### config.mk
export PLATFORM = sky130hd
export DESIGN_NAME = clkgen_sched
export DESIGN_NICKNAME = d
export VERILOG_FILES = /design/src/rtl/clkgen_pkg.sv /design/src/rtl/clkgen_shadow_reg.sv /design/src/rtl/clkgen_sched.sv
export SDC_FILE = /design/constraint.sdc
export NUM_CORES = 1
export LEC_CHECK = 0
export BUFFER_PORTS_ARGS = -buffer_cell sky130_fd_sc_hd__buf_2
export CORE_UTILIZATION = 35
export DETAILED_ROUTE_END_ITERATION = 10
export GPL_TIMING_DRIVEN = 0
export SYNTH_ARGS = -nofsm -noshare
export SYNTH_HDL_FRONTEND = slang
export SYNTH_SLANG_ARGS = --single-unit
export TNS_END_PERCENT = 1
### constraint.sdc
create_clock -name clk -period 4 [get_ports clk]
set_input_delay 0 -clock clk [delete_from_list [all_inputs] [get_ports clk]]
set_output_delay 0 -clock clk [all_outputs]
set_load 0.02 [all_outputs]
### src/rtl/clkgen_pkg.sv
// Shared types for the programmable clock/PWM generator: FSM states and the
// period/high-time/phase configuration record.
package clkgen_pkg;

  localparam int CNT_W_DEF = 16;

  typedef enum logic [1:0] {IDLE, PHASE, HIGH, LOW} state_t;

  typedef struct packed {
    logic [CNT_W_DEF-1:0] period;
    logic [CNT_W_DEF-1:0] ton;
    logic [CNT_W_DEF-1:0] phase;
  } cfg_t;

  // A period opens in HIGH unless the high time is zero.
  function automatic state_t first_state(input logic ton_nonzero);
    return ton_nonzero ? HIGH : LOW;
  endfunction

endpackage

### src/rtl/clkgen_shadow_reg.sv
// Holding register for a config that arrives while the generator is running;
// it is consumed at the next period boundary (or promoted once idle).
module clkgen_shadow_reg
  import clkgen_pkg::*;
#(
  parameter type cfg_type = cfg_t
) (
  input  logic    clk,
  input  logic    rst,
  input  logic    load,
  input  cfg_type load_cfg,
  input  logic    consume,
  output logic    vld,
  output cfg_type cfg
);

  always_ff @(posedge clk) begin
    if (rst) begin
      vld <= 1'b0;
    end else if (load) begin
      vld <= 1'b1;
    end else if (consume) begin
      vld <= 1'b0;
    end
  end

  always_ff @(posedge clk) begin
    if (load) begin
      cfg <= load_cfg;
    end
  end

endmodule

### src/rtl/clkgen_sched.sv
// Programmable clock/PWM generator: phase delay, then repeating HIGH/LOW
// periods, with glitch-free config updates applied only at period boundaries.
module clkgen_sched
  import clkgen_pkg::*;
#(
  parameter int CNT_W = CNT_W_DEF
) (
  input  logic             clk,
  input  logic             rst,
  input  logic             en,
  input  logic             cfg_valid,
  output logic             cfg_ready,
  input  logic [CNT_W-1:0] cfg_period,
  input  logic [CNT_W-1:0] cfg_ton,
  input  logic [CNT_W-1:0] cfg_phase,
  output logic             cfg_err,
  output logic             clk_out,
  output logic             period_start,
  output logic             running
);

  typedef struct packed {
    logic [CNT_W-1:0] period;
    logic [CNT_W-1:0] ton;
    logic [CNT_W-1:0] phase;
  } cfg_w_t;

  cfg_w_t           cfg_in, act_cfg, shd_cfg, nxt_cfg;
  logic             act_vld, shd_vld;
  logic             xfer, xfer_ok, load_act, load_shd, consume;
  logic             period_end, ps_nxt;
  state_t           state, state_nxt;
  logic [CNT_W-1:0] cnt, cnt_nxt, low_len;

  assign cfg_in.period = cfg_period;
  assign cfg_in.ton    = cfg_ton;
  assign cfg_in.phase  = cfg_phase;

  assign cfg_ready = !shd_vld;
  assign xfer      = cfg_valid && cfg_ready;
  assign xfer_ok   = xfer && (cfg_period != '0);
  assign load_act  = xfer_ok && (state == IDLE);
  assign load_shd  = xfer_ok && (state != IDLE);
  assign running   = (state != IDLE);

  // Only meaningful when ton < period; the HIGH branch guards that case.
  assign low_len = act_cfg.period - act_cfg.ton;
  assign nxt_cfg = shd_vld ? shd_cfg : act_cfg;

  // A shadow left over after a stop is promoted while idle so cfg_ready recovers.
  assign consume = shd_vld && (period_end || (state == IDLE));

  clkgen_shadow_reg #(
    .cfg_type (cfg_w_t)
  ) u_shadow (
    .clk      (clk),
    .rst      (rst),
    .load     (load_shd),
    .load_cfg (cfg_in),
    .consume  (consume),
    .vld      (shd_vld),
    .cfg      (shd_cfg)
  );

  always_comb begin
    state_nxt  = state;
    cnt_nxt    = cnt + CNT_W'(1);
    ps_nxt     = 1'b0;
    period_end = 1'b0;
    unique case (state)
      IDLE: begin
        cnt_nxt = '0;
        if (!shd_vld && en && act_vld) begin
          if (act_cfg.phase != '0) begin
            state_nxt = PHASE;
          end else begin
            state_nxt = first_state(act_cfg.ton != '0);
            ps_nxt    = 1'b1;
          end
        end
      end
      PHASE: begin
        if (!en) begin
          state_nxt = IDLE;
          cnt_nxt   = '0;
        end else if (cnt == act_cfg.phase - CNT_W'(1)) begin
          state_nxt = first_state(act_cfg.ton != '0);
          cnt_nxt   = '0;
          ps_nxt    = 1'b1;
        end
      end
      HIGH: begin
        if (act_cfg.ton >= act_cfg.period) begin
          period_end = (cnt == act_cfg.period - CNT_W'(1));
        end else if (cnt == act_cfg.ton - CNT_W'(1)) begin
          state_nxt = LOW;
          cnt_nxt   = '0;
        end
      end
      LOW: begin
        period_end = (cnt == low_len - CNT_W'(1));
      end
      default: begin
        state_nxt = IDLE;
        cnt_nxt   = '0;
      end
    endcase

    // The next period opens with the shadow config if one is pending.
    if (period_end) begin
      cnt_nxt = '0;
      if (!en) begin
        state_nxt = IDLE;
      end else begin
        state_nxt = first_state(nxt_cfg.ton != '0);
        ps_nxt    = 1'b1;
      end
    end
  end

  always_ff @(posedge clk) begin
    if (rst) begin
      state        <= IDLE;
      cnt          <= '0;
      act_vld      <= 1'b0;
      clk_out      <= 1'b0;
      period_start <= 1'b0;
      cfg_err      <= 1'b0;
    end else begin
      state        <= state_nxt;
      cnt          <= cnt_nxt;
      clk_out      <= (state_nxt == HIGH);
      period_start <= ps_nxt;
      cfg_err      <= xfer && (cfg_period == '0);
      if (load_act || consume) begin
        act_vld <= 1'b1;
      end
    end
  end

  always_ff @(posedge clk) begin
    if (load_act) begin
      act_cfg <= cfg_in;
    end else if (consume) begin
      act_cfg <= shd_cfg;
    end
  end

endmodule

==> metrics.csv <==
metric;value;unit
htreeDepth;4;
netlist.area_leader.share;0.372;
worstMarginPinSlew;1.04;ns
wl_per_cell;17.8;um
worstPathRequired;4.18;ns
crit_fanout;10;
holdPathStages;2;
post-place-ws;-0.997;ns
drv_slew;0;
cts_tree;yes;
syn_avg_cell_area;10.3;um^2
max-clock-path-buffers;2;
hold_path.class;in -> reg;
fin_area;9740;um^2
gp_congestion;0.952;
syn_inst;749;
ys_types;74;
worstPathCellList;inv_1, ha_1, inv_1, fa_1, nor2b_1, o2111ai_2, a211oi_2, nor3_1, or3b_2, nand4_1, o41ai_4, buf_4, o2bb2ai_4, clkinvlp_4, buf_4;
clock_latency;0.43;ns
status;finished, final reports clean;
drv_cap;0;
p_per_area;407;nW/um^2
die_w;151;um
r2r_cells;15;
setup-violations-final;0;
antenna_cells;0;
max_freq;0.257;GHz
antenna_found_initial;0;
cts_buffers;17;
grt_max_degree;29;
via_count;6329;
multi_input_comb_area;4160;um^2
die_h;151;um
drcViolationCount;0;
ys_seq_area_frac;0.432;
p_leak;3.58;nW
synth_largest_area_cell;edfxtp_1;
track_usage;0.194;
async_reset_ff_frac;0;
grt_pass1_vias;6016;
ys.flop_type;edfxtp_1;
ios;57;
fp.dieArea;22700;um^2
hold_viol_final;0;
n_fill_cell;2042;
synth_edf_count;96;
synth_fp_nets;837;
area_growth;25.7;%
vias_per_cell;5.37;
regArea;3340;um^2
endpoint_kind;flop;
finalCriticalPeriod;3.89;ns
syn-cell-area;7740;um^2
synthTopCellsByCount;96 x edfxtp_1, 53 x xnor2_1, 49 x mux2_2;
fp-row-count;54;
startpoint_type;flop;
tns;0;ns
coreArea;21800;um^2
grt_overflow_total;0;
grt_setup_unrepaired;true;
port_buffers;56;
place.detailed.hpwl;15100;um
crit_slowest_cell;edfxtp_1;
skew;0.00825;ns
synth_seq_cells;119;
cts_root_buffer;clkbuf_16;
grt_pass1_wl;32900;um
drtIter0Drc;391;
dr.pass1.iters;5;
cts.clk_slew.worst_paths;0.06;ns
synth_area_leaders;edfxtp_1 37%, mux2_2 7.1%, xnor2_1 6.0%;
final_antenna_net_count;0;
nets;974;
ys_warn_count;0;
criticalPathCategory;reg -> reg;
crit_path_max_incr_delay;0.46;ns
dpl-instance-area;8400;um^2
cts.sinks;119;
critPathArrivalTime;4.07;ns
drive_gt1_frac;0.200;
fin_crit_sh;0.973;
synth_most_common_cell;edfxtp_1;
wirelength;21000;um
slew_headroom;0.301;
setup_ws;0.108;ns
start_util;0.356;
ir_drop;0.370;mV
[layer usage]
metal  part of all wire  vias up  track usage  wire [um]
met5                  0        -            0          0
li1                   -     3059            -          -
met4              0.030        0       0.0790        631
met3              0.059       45       0.0382       1240
met2               0.47      189        0.307       9770
met1               0.45     3036        0.259       9340
[registers in the layout, summed over array words and instances, names as in the netlist]
name          flops
act_cfg          48
u_shadow.cfg     48
cnt              16
state             2
act_vld           1
cfg_err           1
clk_out           1
period_start      1
u_shadow.vld      1
[power breakdown]
| group | internal [W] | switching (W) | leakage, nW |
|---|---|---|---|
| combinational | 0.000344 | 0.000422 | 2.19 |
| clock | 0.00111 | 0.000576 | 0.307 |
| sequential | 0.00143 | 0.0000877 | 1.08 |
| total | 0.00288 | 0.00109 | 3.58 |
[cell type report]
cell class / count / area share
Inverter: 47 / 0.0185
Timing Repair Buffer: 116 / 0.0898
Clock buffer: 17 / 0.0437
Timing Repair inverter: 3 / 0.00231
Buffer: 37 / 0.0161
Tap cell: 280 / 0.0360
Multi-Input combinational cell: 545 / 0.427
Clock inverter: 15 / 0.0231
Sequential cell: 119 / 0.343
[worst max-delay path: cells and delay by family, from the launching register on]
| family | cells | cell delay, ns |
|---|---|---|
| flip-flops | 1 | 0.46 |
| AO/OA/AOI/OAI | 4 | 0.92 |
| adder cells (fa/ha/maj) | 2 | 0.61 |
| buffers and inverters | 5 | 0.75 |
| AND/OR/NAND/NOR | 4 | 0.88 |
[logic make-up (layout without fill, tap and decap cells)]
| group | count (synthesis) | in the layout | share of synthesized area |
|---|---|---|---|
| simple gates | 239 | 239 | 0.171 |
| flops | 119 | 119 | 0.432 |
| compound gates | 124 | 124 | 0.113 |
| fa+ha+maj | 36 | 36 | 0.0591 |
| xor+xnor | 89 | 89 | 0.101 |
| buf+inv | 85 | 235 | 0.0430 |
| mux | 57 | 57 | 0.0816 |
[placed cells by master (no fill, tap or decap), types with 28 or more instances in the layout]
cell type,instances
buf_2,58
mux2_2,49
nor2_1,44
xor2_1,36
xnor2_1,52
ha_1,35
clkbuf_1,28
nor3_1,28
dlygate4sd3_1,51
inv_1,46
nand2_1,37
a21oi_1,31
edfxtp_1,96
[path summary, 6_finish.rpt]
| check | from | end | slack, ns |
|---|---|---|---|
| worst max register to register | act_cfg[16] | act_cfg[42] | 0.11 |
| worst min-delay path | cfg_ton[4] | u_shadow.cfg[20] | 0.29 |
| worst max-delay path | act_cfg[16] | act_cfg[42] | 0.11 |
| worst min register to register | act_vld | act_vld | 0.46 |
[metrics by stage]
| stage | power (W) | hold WS, ns | utilization | instances |
|---|---|---|---|---|
| 2_1_floorplan | 0.00201 | 0.0691 | - | 749 |
| 3_3_place_gp | 0.00220 | 0.190 | 0.385 | 1085 |
| 3_5_place_dp | 0.00221 | 0.194 | 0.386 | 1086 |
| 4_1_cts | 0.00396 | 0.279 | 0.445 | 1180 |
| 5_1_grt | 0.00412 | 0.295 | 0.448 | 1179 |
| 6_report | 0.00396 | 0.292 | 0.448 | 1179 |
[repair_timing]
item,4_1_cts,5_1_grt
endpoints found under the hold margin,102,0
pin swaps,1,4
setup buffers,8,0
cloned,3,0
hold buffers,51,0
endpoints found under the setup margin,65,58
gates resized for setup,9,15
(Power assumes the default switching activity.)
